===== config.mk =====
export PLATFORM = sky130hd
export DESIGN_NAME = jkff_bank_sequencer
export DESIGN_NICKNAME = d
export VERILOG_FILES = /design/src/rtl/jkff_bank_sequencer_pkg.sv /design/src/rtl/jkff_async_reset.sv /design/src/rtl/jkff_bank_sequencer.sv
export SDC_FILE = /design/constraint.sdc
export NUM_CORES = 1
export LEC_CHECK = 0
export CAP_MARGIN = 20
export CORE_ASPECT_RATIO = 0.9
export CORE_UTILIZATION = 41
export CTS_CLUSTER_DIAMETER = 200
export CTS_CLUSTER_SIZE = 14
export DETAILED_ROUTE_END_ITERATION = 12
export PLACE_DENSITY = 0.75
export SYNTH_ARGS = -nofsm -noshare
export SYNTH_HDL_FRONTEND = slang
export SYNTH_SLANG_ARGS = --single-unit

===== constraint.sdc =====
create_clock -name clk -period 2.9 [get_ports clk]
set_input_delay 0.29 -clock clk [delete_from_list [all_inputs] [get_ports clk]]
set_output_delay 0.29 -clock clk [all_outputs]
set_load 0.01 [all_outputs]

===== src/rtl/jkff_bank_sequencer_pkg.sv =====
// Shared opcode and FSM state definitions for the JK register-bank sequencer.
package jkff_bank_sequencer_pkg;

    localparam logic [2:0] OP_HOLD   = 3'd0;
    localparam logic [2:0] OP_CLEAR  = 3'd1;
    localparam logic [2:0] OP_LOAD   = 3'd2;
    localparam logic [2:0] OP_TOGGLE = 3'd3;
    localparam logic [2:0] OP_UP     = 3'd4;
    localparam logic [2:0] OP_DOWN   = 3'd5;

    typedef enum logic [1:0] {
        ST_IDLE = 2'd0,
        ST_EXEC = 2'd1,
        ST_DONE = 2'd2
    } seq_state_t;

endpackage


===== src/rtl/jkff_async_reset.sv =====
// Single JK flip-flop cell with asynchronous active-low clear and complementary outputs.
module jkff_async_reset (
    input  logic i_clk,
    input  logic i_rst_n,
    input  logic i_j,
    input  logic i_k,
    output logic o_q,
    output logic o_notQ
);

    logic r_q;

    always_ff @(posedge i_clk or negedge i_rst_n) begin
        if (!i_rst_n) r_q <= 1'b0;
        else          r_q <= (i_j & ~r_q) | (~i_k & r_q);
    end

    assign o_q    = r_q;
    assign o_notQ = ~r_q;

endmodule


===== src/rtl/jkff_bank_sequencer.sv =====
// Command-driven sequencer: an IDLE/EXEC/DONE FSM generates per-bit J/K drive for a
// bank of JK cells to hold, clear, load, toggle or count up/down for N steps.
module jkff_bank_sequencer
    import jkff_bank_sequencer_pkg::*;
#(
    parameter int WIDTH  = 4,
    parameter int STEP_W = 8
) (
    input  logic              clk,
    input  logic              asyncResetN,
    input  logic              cmdValid,
    output logic              cmdReady,
    input  logic [2:0]        cmdOp,
    input  logic [WIDTH-1:0]  cmdData,
    input  logic [STEP_W-1:0] cmdSteps,
    output logic [WIDTH-1:0]  q,
    output logic              busy,
    output logic              donePulse,
    output logic              wrapFlag
);

    seq_state_t        r_state, w_state_nxt;
    logic [2:0]        r_op;
    logic [WIDTH-1:0]  r_data;
    logic [STEP_W-1:0] r_cnt;
    logic              r_wrap;

    logic [WIDTH-1:0]  w_j, w_k, w_q, w_nq;
    logic [WIDTH-1:0]  w_carry, w_borrow;
    logic              w_accept, w_cmd_count, w_wrap_evt;

    assign w_accept    = (r_state == ST_IDLE) && cmdValid;
    assign w_cmd_count = (cmdOp == OP_UP) || (cmdOp == OP_DOWN);

    always_ff @(posedge clk or negedge asyncResetN) begin
        if (!asyncResetN) r_state <= ST_IDLE;
        else              r_state <= w_state_nxt;
    end

    always_comb begin
        w_state_nxt = r_state;
        case (r_state)
            ST_IDLE: begin
                if (cmdValid)
                    w_state_nxt = (w_cmd_count && (cmdSteps == '0)) ? ST_DONE : ST_EXEC;
            end
            ST_EXEC: begin
                if (r_cnt == STEP_W'(1)) w_state_nxt = ST_DONE;
            end
            ST_DONE: w_state_nxt = ST_IDLE;
            default: w_state_nxt = ST_IDLE;
        endcase
    end

    // Command fields are captured only at accept so later input changes cannot disturb a running op.
    always_ff @(posedge clk or negedge asyncResetN) begin
        if (!asyncResetN) begin
            r_op   <= OP_HOLD;
            r_data <= '0;
            r_cnt  <= '0;
            r_wrap <= 1'b0;
        end else if (w_accept) begin
            r_op   <= cmdOp;
            r_data <= cmdData;
            r_cnt  <= w_cmd_count ? cmdSteps : STEP_W'(1);
            r_wrap <= 1'b0;
        end else if (r_state == ST_EXEC) begin
            r_cnt <= r_cnt - STEP_W'(1);
            if (w_wrap_evt) r_wrap <= 1'b1;
        end
    end

    // Ripple-free toggle enables: bit i toggles when all lower bits are 1 (up) or 0 (down).
    always_comb begin : toggle_enables
        logic c;
        logic b;
        w_carry  = '0;
        w_borrow = '0;
        for (int i = 0; i < WIDTH; i++) begin
            c = 1'b1;
            b = 1'b1;
            for (int n = 0; n < i; n++) begin
                c = c & w_q[n];
                b = b & w_nq[n];
            end
            w_carry[i]  = c;
            w_borrow[i] = b;
        end
    end

    always_comb begin
        w_j = '0;
        w_k = '0;
        if (r_state == ST_EXEC) begin
            case (r_op)
                OP_CLEAR:  w_k = '1;
                OP_LOAD: begin
                    w_j = r_data;
                    w_k = ~r_data;
                end
                OP_TOGGLE: begin
                    w_j = r_data;
                    w_k = r_data;
                end
                OP_UP: begin
                    w_j = w_carry;
                    w_k = w_carry;
                end
                OP_DOWN: begin
                    w_j = w_borrow;
                    w_k = w_borrow;
                end
                default: begin
                    w_j = '0;
                    w_k = '0;
                end
            endcase
        end
    end

    assign w_wrap_evt = (r_state == ST_EXEC) &&
                        (((r_op == OP_UP) && (&w_q)) || ((r_op == OP_DOWN) && (&w_nq)));

    for (genvar g = 0; g < WIDTH; g++) begin : g_cell
        jkff_async_reset u_cell (
            .i_clk   (clk),
            .i_rst_n (asyncResetN),
            .i_j     (w_j[g]),
            .i_k     (w_k[g]),
            .o_q     (w_q[g]),
            .o_notQ  (w_nq[g])
        );
    end

    assign q         = w_q;
    assign cmdReady  = (r_state == ST_IDLE);
    assign busy      = (r_state != ST_IDLE);
    assign donePulse = (r_state == ST_DONE);
    assign wrapFlag  = r_wrap;

endmodule


==> flow_summary.json <==
{
  "grt_pass1_wl_um": 5460,
  "multi_input_comb_area_um2": 766,
  "fmax_mhz": 559,
  "worstPathArrival_ns": 1.50,
  "drv_slew": 0,
  "clk_pin_slew_ns": 0.09,
  "status": "complete, no violations",
  "yosys.area.top_type_share_pct": 38.5,
  "ys_ff_latch": 22,
  "grt_pass1_vias": 1185,
  "die_h_um": 58.0,
  "syn_nets": 181,
  "drive_gt1_share_pct": 10.1,
  "fp.coreArea_um2": 3190,
  "synth_top_area_cell": "dfrtp_1",
  "ys.flop_type": "dfrtp_1",
  "grt_max_degree": 23,
  "syn-instance-count": 161,
  "ant_nets": 0,
  "async_flop_share_pct": 100,
  "power.leakage_nw": 0.726,
  "totalWireLength_um": 3300,
  "tightest_slew_ns": 0.488,
  "required_ns": 2.61,
  "fillerInstances": 279,
  "fp.dieArea_um2": 3730,
  "seqPwrFrac_pct": 34.7,
  "irDropWorstVdd_mv": 0.563,
  "io_pins": 26,
  "cts_buffers": 3,
  "syn_area_um2": 1430,
  "clock_sinks": 22,
  "mostFrequentLayoutCells": "25 x clkdlybuf4s50_1, 22 x nand2_1, 22 x dfrtp_1, 11 x a21oi_1, 10 x nor2_1",
  "ys_top_cells_by_area": "dfrtp_1 38%, nand2_1 5.8%, a21oi_1 3.8%",
  "syn_to_final_growth_pct": 21.9,
  "p_int_mw": 1.09,
  "cts_resized": 0,
  "swShare_pct": 42.7,
  "synth_edf_count": 0,
  "slew-limit-headroom_pct": 67.3,
  "gp_congestion": 0.849,
  "clk_path_buf_depth": 2,
  "p_switching_mw": 0.808,
  "final_common_cell": "clkdlybuf4s50_1",
  "power_frac_clock_pct": 15.6,
  "final-hold-violation-count": 0,
  "portBuffers": 25,
  "worst_setup_path_start_kind": "flop",
  "tns_ns": 0,
  "period_share_pct": 61.7,
  "core.rowCount": 19,
  "grt_setup_unrepaired": "no",
  "cp-end-kind": "primary output",
  "regArea_um2": 551,
  "cts_root_buf": "clkbuf_8",
  "finalSetupViolations": 0,
  "htreeDepth": 1,
  "cts_tree": "yes",
  "dp_hpwl_um": 2340,
  "wl_per_cell_um": 14.9,
  "synthDistinctLibCells": 50,
  "powerDensity_nw_per_um2": 1090,
  "utilization_pct": 54.7,
  "drt-vias-per-instance": 5.86,
  "fin_skew_ns": 0.00647,
  "yosys_warnings": 0,
  "drt-pass1-iter-count": 4,
  "drc": 0,
  "cap_violations": 0,
  "antenna_found_initial": 0,
  "fp.dieW_um": 64.3,
  "vias": 1294,
  "clkLatencyLatePin_ns": 0.27,
  "cts_hold_buf": 0,
  "seq_area_frac_synth_pct": 38.5,
  "pwr-share-comb_pct": 49.8,
  "grtUsageTotal_pct": 18.9,
  "crit_fanout": 6,
  "synth_area_per_cell_um2": 8.88,
  "start_util_pct": 44.9,
  "criticalPathCategory": "flop to primary output",
  "fin_nets": 200,
  "drtIter0Drc": 86,
  "diodes": 0,
  "grt_overflow_total": 0,
  "finalCriticalPeriod_ns": 1.79,
  "post_cts.repair.setup_buffers": 0,
  "hp-class": "input port to asynchronous set/reset pin"
}
-- power by group through the flow --
| stage | clock, mW | combinational, mW | sequential [mW] |
|---|---|---|---|
| 4_1_cts | 0.297 | 0.942 | 0.650 |
| 6_report | 0.295 | 0.943 | 0.656 |
| 2_1_floorplan | 0 | 0.793 | 0.567 |
| 3_5_place_dp | 0 | 0.933 | 0.655 |
| 5_1_grt | 0.305 | 1.05 | 0.682 |
| 3_3_place_gp | 0 | 0.916 | 0.644 |
-- sequential cells by signal, summed over array words and instances, names as in the netlist --
register / count
r_cnt: 8
r_data: 4
r_state: 2
wrapFlag: 1
g_cell.u_cell.o_q: 4
r_op: 3
-- layout make-up --
type / instances / area share (%)
clock buffer: 3 / 2.37
clock inverter: 1 / 1.72
inverter: 8 / 1.72
multi-input combinational: 118 / 43.9
sequential: 22 / 31.6
tap: 42 / 3.02
timing repair buffer: 27 / 15.6
-- metal layers --
layer  vias up  part of all wire (%)  track usage [%]
met5         -                     0                0
met1       617                    48             26.5
li1        620                     -                -
met2        51                    45             29.3
met3         6                   5.7             2.17
met4         0                   2.0             8.89
-- worst max-delay path, stage by stage (launching register included) --
cell and delay, ns:
dfrtp_1 0.51, nor2b_1 0.18, clkdlybuf4s50_1 0.55
-- kinds of logic after synthesis --
logic type | share of synthesized area, %
and+or+nand+nor | 24.5
muxes | 0.700
DFF | 38.5
AOI/OAI and AO/OA | 25.4
xor gates and xnor gates | 1.23
buffers and inverters | 7.96
adders and majority gates | 1.75
-- Yosys cell counts, types with 2 or more instances --
master	instances
nor2_1	10
xnor2_1	2
nor3_1	3
o22a_1	2
nor4_1	3
ha_1	2
nand2b_1	2
buf_4	4
dfrtp_1	22
nand4b_1	2
a41oi_1	3
nand2_1	22
a22o_1	2
a32oi_1	3
o22ai_1	2
or2_2	2
buf_2	7
and3_1	3
and2_1	2
o221ai_1	2
a21oi_1	11
a211oi_1	2
a31oi_1	3
o21ai_0	6
inv_1	8
nand3_1	2
nor2b_1	5
o21a_1	2
-- path summary, 6_finish.rpt --
kind                                  start   endpoint  slack, ns  cells after the start
worst max-delay path             r_state[1]  donePulse       1.11                      2
worst min-delay path            asyncResetN   wrapFlag       0.34                      1
worst max register to register   r_state[1]   r_cnt[6]       1.22                      5
worst min register to register     wrapFlag   wrapFlag       0.52                      1
max in group asynchronous       asyncResetN    r_op[0]       2.10                      2
min in group clk                   wrapFlag   wrapFlag       0.52                      1
-- stage by stage --
| step | std cells | power (mW) | cell area (um^2) | hold WS [ns] | setup slack (ns) |
|---|---|---|---|---|---|
| 2_1_floorplan | 161 | 1.36 | 1430 | -0.00559 | 1.47 |
| 3_3_place_gp | 216 | 1.56 | 1660 | 0.484 | 1.05 |
| 3_5_place_dp | 216 | 1.59 | 1660 | 0.499 | 0.960 |
| 4_1_cts | 220 | 1.89 | 1730 | 0.525 | 1.09 |
| 5_1_grt | 221 | 2.03 | 1740 | 0.381 | 1.05 |
| 6_report | 221 | 1.89 | 1740 | 0.343 | 1.11 |
Power figures use the tool's default switching activity.
